$ cat src/rtl/ulx3s_pll_reset_sequencer.sv
//------------------------------------------------------------------------------
// Module : ulx3s_pll_reset_sequencer
// Brief  : ULX3S PLL lock supervisor with staggered per-domain reset release.
// Rev    : 1.0 - initial release
//------------------------------------------------------------------------------
`default_nettype none

module ulx3s_pll_reset_sequencer #(
  parameter int NCHAN       = 4,
  parameter int LOCK_STABLE = 1024,
  parameter int STAGGER     = 16,
  parameter int TIMEOUT     = 65536,
  parameter int KICK_LEN    = 8
) (
  input  logic             clkin,
  input  logic             resetn,
  input  logic             pll_locked,
  input  logic             sw_reset,
  output logic             pll_rst,
  output logic [NCHAN-1:0] chan_rstn,
  output logic             ready,
  output logic [7:0]       relock_count,
  output logic [7:0]       kick_count
);

  localparam int C_STAB_W = $clog2(LOCK_STABLE) + 1;
  localparam int C_TO_W   = $clog2(TIMEOUT) + 1;
  localparam int C_STEP_W = $clog2(NCHAN * STAGGER) + 1;
  localparam int C_KICK_W = $clog2(KICK_LEN) + 1;

  localparam logic [C_STAB_W-1:0] C_STAB_LAST = C_STAB_W'(LOCK_STABLE - 1);
  localparam logic [C_TO_W-1:0]   C_TO_LAST   = C_TO_W'(TIMEOUT - 1);
  localparam logic [C_KICK_W-1:0] C_KICK_LAST = C_KICK_W'(KICK_LEN - 1);

  typedef enum logic [2:0] {
    S_WAIT_LOCK = 3'd0,
    S_STABLE    = 3'd1,
    S_RELEASE   = 3'd2,
    S_RUN       = 3'd3,
    S_KICK      = 3'd4
  } state_t;

  state_t              r_state;
  logic                r_sync1;
  logic                r_lk;
  logic [C_STAB_W-1:0] r_scnt;
  logic [C_TO_W-1:0]   r_tcnt;
  logic [C_STEP_W-1:0] r_step;
  logic [C_KICK_W-1:0] r_kcnt;
  logic                r_pll_rst;
  logic [NCHAN-1:0]    r_chan;
  logic                r_ready;
  logic [7:0]          r_relock_count;
  logic [7:0]          r_kick_count;

  logic [C_STEP_W-1:0] w_step_next;
  logic [NCHAN-1:0]    w_chan_due;
  logic                w_timeout;

  assign w_step_next = r_step + C_STEP_W'(1);
  assign w_timeout   = (r_tcnt == C_TO_LAST);

  // Channel i becomes due once the release step reaches (i+1)*STAGGER.
  for (genvar i = 0; i < NCHAN; i++) begin : g_chan
    localparam logic [C_STEP_W-1:0] C_AT = C_STEP_W'((i + 1) * STAGGER);
    assign w_chan_due[i] = (w_step_next >= C_AT);
  end

  always_ff @(posedge clkin or negedge resetn) begin
    if (!resetn) begin
      r_state        <= S_WAIT_LOCK;
      r_sync1        <= 1'b0;
      r_lk           <= 1'b0;
      r_scnt         <= '0;
      r_tcnt         <= '0;
      r_step         <= '0;
      r_kcnt         <= '0;
      r_pll_rst      <= 1'b0;
      r_chan         <= '0;
      r_ready        <= 1'b0;
      r_relock_count <= '0;
      r_kick_count   <= '0;
    end else begin
      r_sync1 <= pll_locked;
      r_lk    <= r_sync1;
      case (r_state)
        S_WAIT_LOCK, S_STABLE: begin
          r_chan  <= '0;
          r_ready <= 1'b0;
          if (w_timeout) begin
            r_state      <= S_KICK;
            r_pll_rst    <= 1'b1;
            r_kcnt       <= '0;
            r_kick_count <= r_kick_count + {7'd0, (r_kick_count != 8'hFF)};
          end else begin
            r_tcnt <= r_tcnt + C_TO_W'(1);
            if (r_state == S_WAIT_LOCK) begin
              if (r_lk) begin
                r_state <= S_STABLE;
                r_scnt  <= '0;
              end
            end else if (!r_lk) begin
              r_state <= S_WAIT_LOCK;
            end else if (r_scnt == C_STAB_LAST) begin
              r_state <= S_RELEASE;
              r_step  <= '0;
              r_tcnt  <= '0;
            end else begin
              r_scnt <= r_scnt + C_STAB_W'(1);
            end
          end
        end
        S_RELEASE, S_RUN: begin
          // Lock loss takes priority over a software restart.
          if (!r_lk) begin
            r_state        <= S_WAIT_LOCK;
            r_chan         <= '0;
            r_ready        <= 1'b0;
            r_tcnt         <= '0;
            r_relock_count <= r_relock_count + {7'd0, (r_relock_count != 8'hFF)};
          end else if (sw_reset) begin
            r_state <= S_RELEASE;
            r_step  <= '0;
            r_chan  <= '0;
            r_ready <= 1'b0;
          end else if (r_state == S_RELEASE) begin
            r_step <= w_step_next;
            r_chan <= r_chan | w_chan_due;
            if (w_chan_due[NCHAN-1]) begin
              r_state <= S_RUN;
              r_ready <= 1'b1;
            end
          end
        end
        S_KICK: begin
          if (r_kcnt == C_KICK_LAST) begin
            r_state   <= S_WAIT_LOCK;
            r_pll_rst <= 1'b0;
            r_tcnt    <= '0;
          end else begin
            r_kcnt <= r_kcnt + C_KICK_W'(1);
          end
        end
        default: begin
          r_state   <= S_WAIT_LOCK;
          r_pll_rst <= 1'b0;
          r_chan    <= '0;
          r_ready   <= 1'b0;
        end
      endcase
    end
  end

  assign pll_rst      = r_pll_rst;
  assign chan_rstn    = r_chan;
  assign ready        = r_ready;
  assign relock_count = r_relock_count;
  assign kick_count   = r_kick_count;

endmodule

`default_nettype wire

$ cat config.mk
export PLATFORM = sky130hd
export DESIGN_NAME = ulx3s_pll_reset_sequencer
export DESIGN_NICKNAME = d
export VERILOG_FILES = /design/src/rtl/ulx3s_pll_reset_sequencer.sv
export SDC_FILE = /design/constraint.sdc
export NUM_CORES = 1
export LEC_CHECK = 0
export CORE_UTILIZATION = 35
export DETAILED_ROUTE_END_ITERATION = 7
export PLACE_DENSITY = 0.64
export SLEW_MARGIN = 40
export SYNTH_ARGS = -nofsm -noshare
export SYNTH_HDL_FRONTEND = slang
export SYNTH_SLANG_ARGS = --single-unit
export TNS_END_PERCENT = 10
$ cat constraint.sdc
create_clock -name clkin -period 2.65 [get_ports clkin]
set_clock_uncertainty 0.05 [all_clocks]
set_input_delay 0.3975 -clock clkin [delete_from_list [all_inputs] [get_ports clkin]]
set_output_delay 0.3975 -clock clkin [all_outputs]
set_load 0.005 [all_outputs]
==> impl_results.md, run 1 <==
- Status: finished clean
- Clock power frac: 46.8%
- Setup Buffers After CTS: 0
- Most common cell after layout, fill and taps aside: dfrtp_1
- Clock root cell: clkbuf_8
- Post-synthesis mux area share: roughly 2.5%
- Row count: 35
- Sequential area share after synthesis: 48.69%
- Final setup fails: 0
- Comb pwr share: roughly 2.7%
- Simple logic cell fraction of the synthesized area: 22.43%
- CTS tree: done
- Final TNS setup: 0 ns
- Detailed Routing Iterations Pass 1: 4
- Netlist Area Pre-Place: 3392 um2
- HP Class: input pin to asynchronous set/reset pin
- Die X-Extent: 100.4 um
- Relative slew slack: 52.55%
- Sw Pwr: 440.4 uW
- IO Pins: 26
- Clk pin slew, worst setup/hold paths: 0.07 ns
- Post-synth ARST share: between 90% and 100%
- Largest net degree at the start of global routing: 67
- Wirelength, routed: between 6 and 7 mm
- Synth-to-Final Area Change: 20.69%
- Die outline height: approximately 100 um
- Via count: 2,608
- Post-synthesis compound-gate area fraction: a little over an eighth
- Worst endpoint required time: 2.86 ns
- DP HPWL: roughly 4.5 mm
- Clk buf depth: 2
- IR Drop Worst-Case VDD: 297.5 uV
- Ys flop type: dfrtp_1
- Leak Pwr: between 0.0015 and 0.002 uW
- Warning count from the yosys run: 0
- Residual DRC: 0
- Sequential Area: between 1500 and 2000 um2
- Final critical-path required period: between 2 and 2.5 ns
- FF+latch count, synth: 66
- Fmax: 0.4097 GHz
- Most frequent cells in the layout: 65 x dfrtp_1, 35 x nand2_1, 26 x nor2_1
- Share of layout cells above drive strength 1: 13.26%
- Sequential share of power: 50.6%
- Antenna violations before repair: 0
- Gr usage total: 14.69%
- Clk Latency, worst-skew pair: between 0.3 and 0.4 ns
- Crit path kind: register to register
- Internal: 1587 uW
- Post-Synth Adder-Cell Area: under 10%
- CP Capture Type: register
- EDFF count, synth: 0
- CP Max Fanout: 6
- Largest family of logic cells by synthesized area: simple AND/OR/NAND/NOR gates
- ANT cells: 0
- Area of the multi-input gates: 1673 um2
- Final hold vios: 0
- Num CTS Buffers: 9
- Fin. max-slew vios: 0
- Worst EP arrival: 2.65 ns
- Core area: 9328 um2
- DRT iter0 DRCs: 160
- H-tree depth: 3
- Via density: 5.154
- Final period utilization: a little over 90%
- Power per cell area: 495.1 nW/um2
- GPL Wtd Cong: 0.7654
- Unrepaired setup endpoints after global routing: false
- Final ANT Viol Nets: 0
- Syn Nets: 348
- Clk sinks: 66
- Setup WS pre-CTS: 0.1577 ns
- Final setup margin: roughly 0.21 ns
- Total grt overflow: 0
- Die Outline Area: around 10,000 um2
- Distinct cells, synth: 54
- Core Util, Final: 43.89%
- Starting Density: 36.36%
- Sw frac: 21.72%
- CP startpoint kind: register
- FILL cells: 896
- XOR/XNOR share of the synthesized area: approximately 6.7%
- First-pass GRT wire length: 11.86 mm
- Syn avg cell area: about 10 um2
- Tightest Pin Transition: a little over 0.7 ns
- IO buf count: 25
- Number of global-route vias before repair: ~2,600
- DR WL/cell: 13.38 um
- Post-Synthesis Cells: between 300 and 400
- Post-layout power: between 2000 and 2500 uW
- Final nets: a little under 400
- Max_cap viols: 0
## metal layers
| metal | global-route usage [%] | wire, um | share of wire [%] |
|---|---|---|---|
| met5 | 0 | 0 | 0 |
| met4 | 4.571 | 58 | 0.86 |
| met3 | 4.109 | 281 | 4.2 |
| met2 | 24.08 | 3267 | 48 |
| met1 | 18.84 | 3162 | 47 |
## worst paths after layout
| kind | to | cells past startpoint | start | slack, ns |
|---|---|---|---|---|
| min in group clkin | r_lk | 0 | r_sync1 | 0.31 |
| worst min-delay path | r_scnt[6] | 2 | resetn | 0.09 |
| worst min register to register | r_lk | 0 | r_sync1 | 0.31 |
| worst max-delay path | r_tcnt[14] | 11 | r_tcnt[1] | 0.21 |
| worst max register to register | r_tcnt[14] | 11 | r_tcnt[1] | 0.21 |
| max in group asynchronous | r_tcnt[0] | 2 | resetn | 2.00 |
## logic make-up after synthesis
| kind of cell | Yosys count |
|---|---|
| mux | 8 |
| flops | 66 |
| fa+ha+maj | 9 |
| buf+inv | 22 |
| xor+xnor | 26 |
| compound gates | 70 |
| simple gates | 134 |
## synthesized netlist by cell type, types with 3 or more instances
library cell	instances	area, um2
dfrtp_1	66	1652
nand2_1	35	131.4
nor2_1	27	101.4
a31oi_1	20	125.1
nand3_1	20	100.1
a21oi_1	16	80.08
xnor2_1	16	140.1
nand4_1	10	62.56
xor2_1	10	87.58
ha_1	9	112.6
inv_1	9	33.78
o21ai_0	9	45.04
clkbuf_1	6	22.52
nand2b_1	6	37.54
a22o_1	5	43.79
a41oi_1	5	43.79
and3_1	5	31.28
mux2_2	5	56.30
buf_2	4	20.02
and4_1	3	26.28
mux2i_1	3	30.03
nor2b_1	3	18.77
nor3_1	3	15.01
## critical path, stage by stage, from the launching register on
cell,delay (ns)
dfrtp_1,0.41
ha_1,0.21
nand3_1,0.12
nor2_2,0.14
nand3_1,0.11
nor3_1,0.22
ha_2,0.25
nor3b_4,0.20
a21oi_1,0.12
o21a_2,0.20
buf_4,0.16
a31oi_1,0.18
## layout make-up
type / count / share of cell area (%)
well taps: 129 / 3.943
flip-flops and latches: 66 / 40.37
multi-input cells: 247 / 40.86
clock inverters: 5 / 1.895
inverters: 9 / 0.8252
clock buffers: 11 / 3.454
repair buffers: 39 / 8.649
## timing repair
action	in CTS	in global routing
resized for setup	0	4
hold buffers	0	0
setup endpoints to repair	0	16
## per-stage QoR
step | instances | area (um2) | hold slack [ns]
floorplan | 335 | 3401 | 0.05191
global placement | 490 | 3851 | 0.2922
detailed placement | 490 | 3866 | 0.2963
CTS | 506 | 4085 | 0.1104
global route | 506 | 4094 | 0.1430
finish | 506 | 4094 | 0.09411
## flip-flops by register name, indices dropped and copies added, names as in the netlist
| name | cells |
|---|---|
| r_tcnt | 17 |
| r_scnt | 11 |
| kick_count | 8 |
| relock_count | 8 |
| r_step | 7 |
| chan_rstn | 4 |
| r_kcnt | 4 |
| r_state | 3 |
| pll_rst | 1 |
| r_lk | 1 |
| r_sync1 | 1 |
| ready | 1 |
## power by group through the flow
stage,registers (uW),logic [uW],clock network [uW]
final,1030,54.1,948
after global placement,1040,54.7,0
after floorplan,1040,24.0,0
after CTS,1020,55.9,979
after global routing,1030,62.0,1020
after detailed placement,1040,55.7,0
Power figures use the tool's default switching activity.
==> run 2: changes to the inputs <==
Settings changed: GPL_ROUTABILITY_DRIVEN set to 0.
==> results of run 2 <==
Final layout, timing and power as in run 1 (identical DEF).
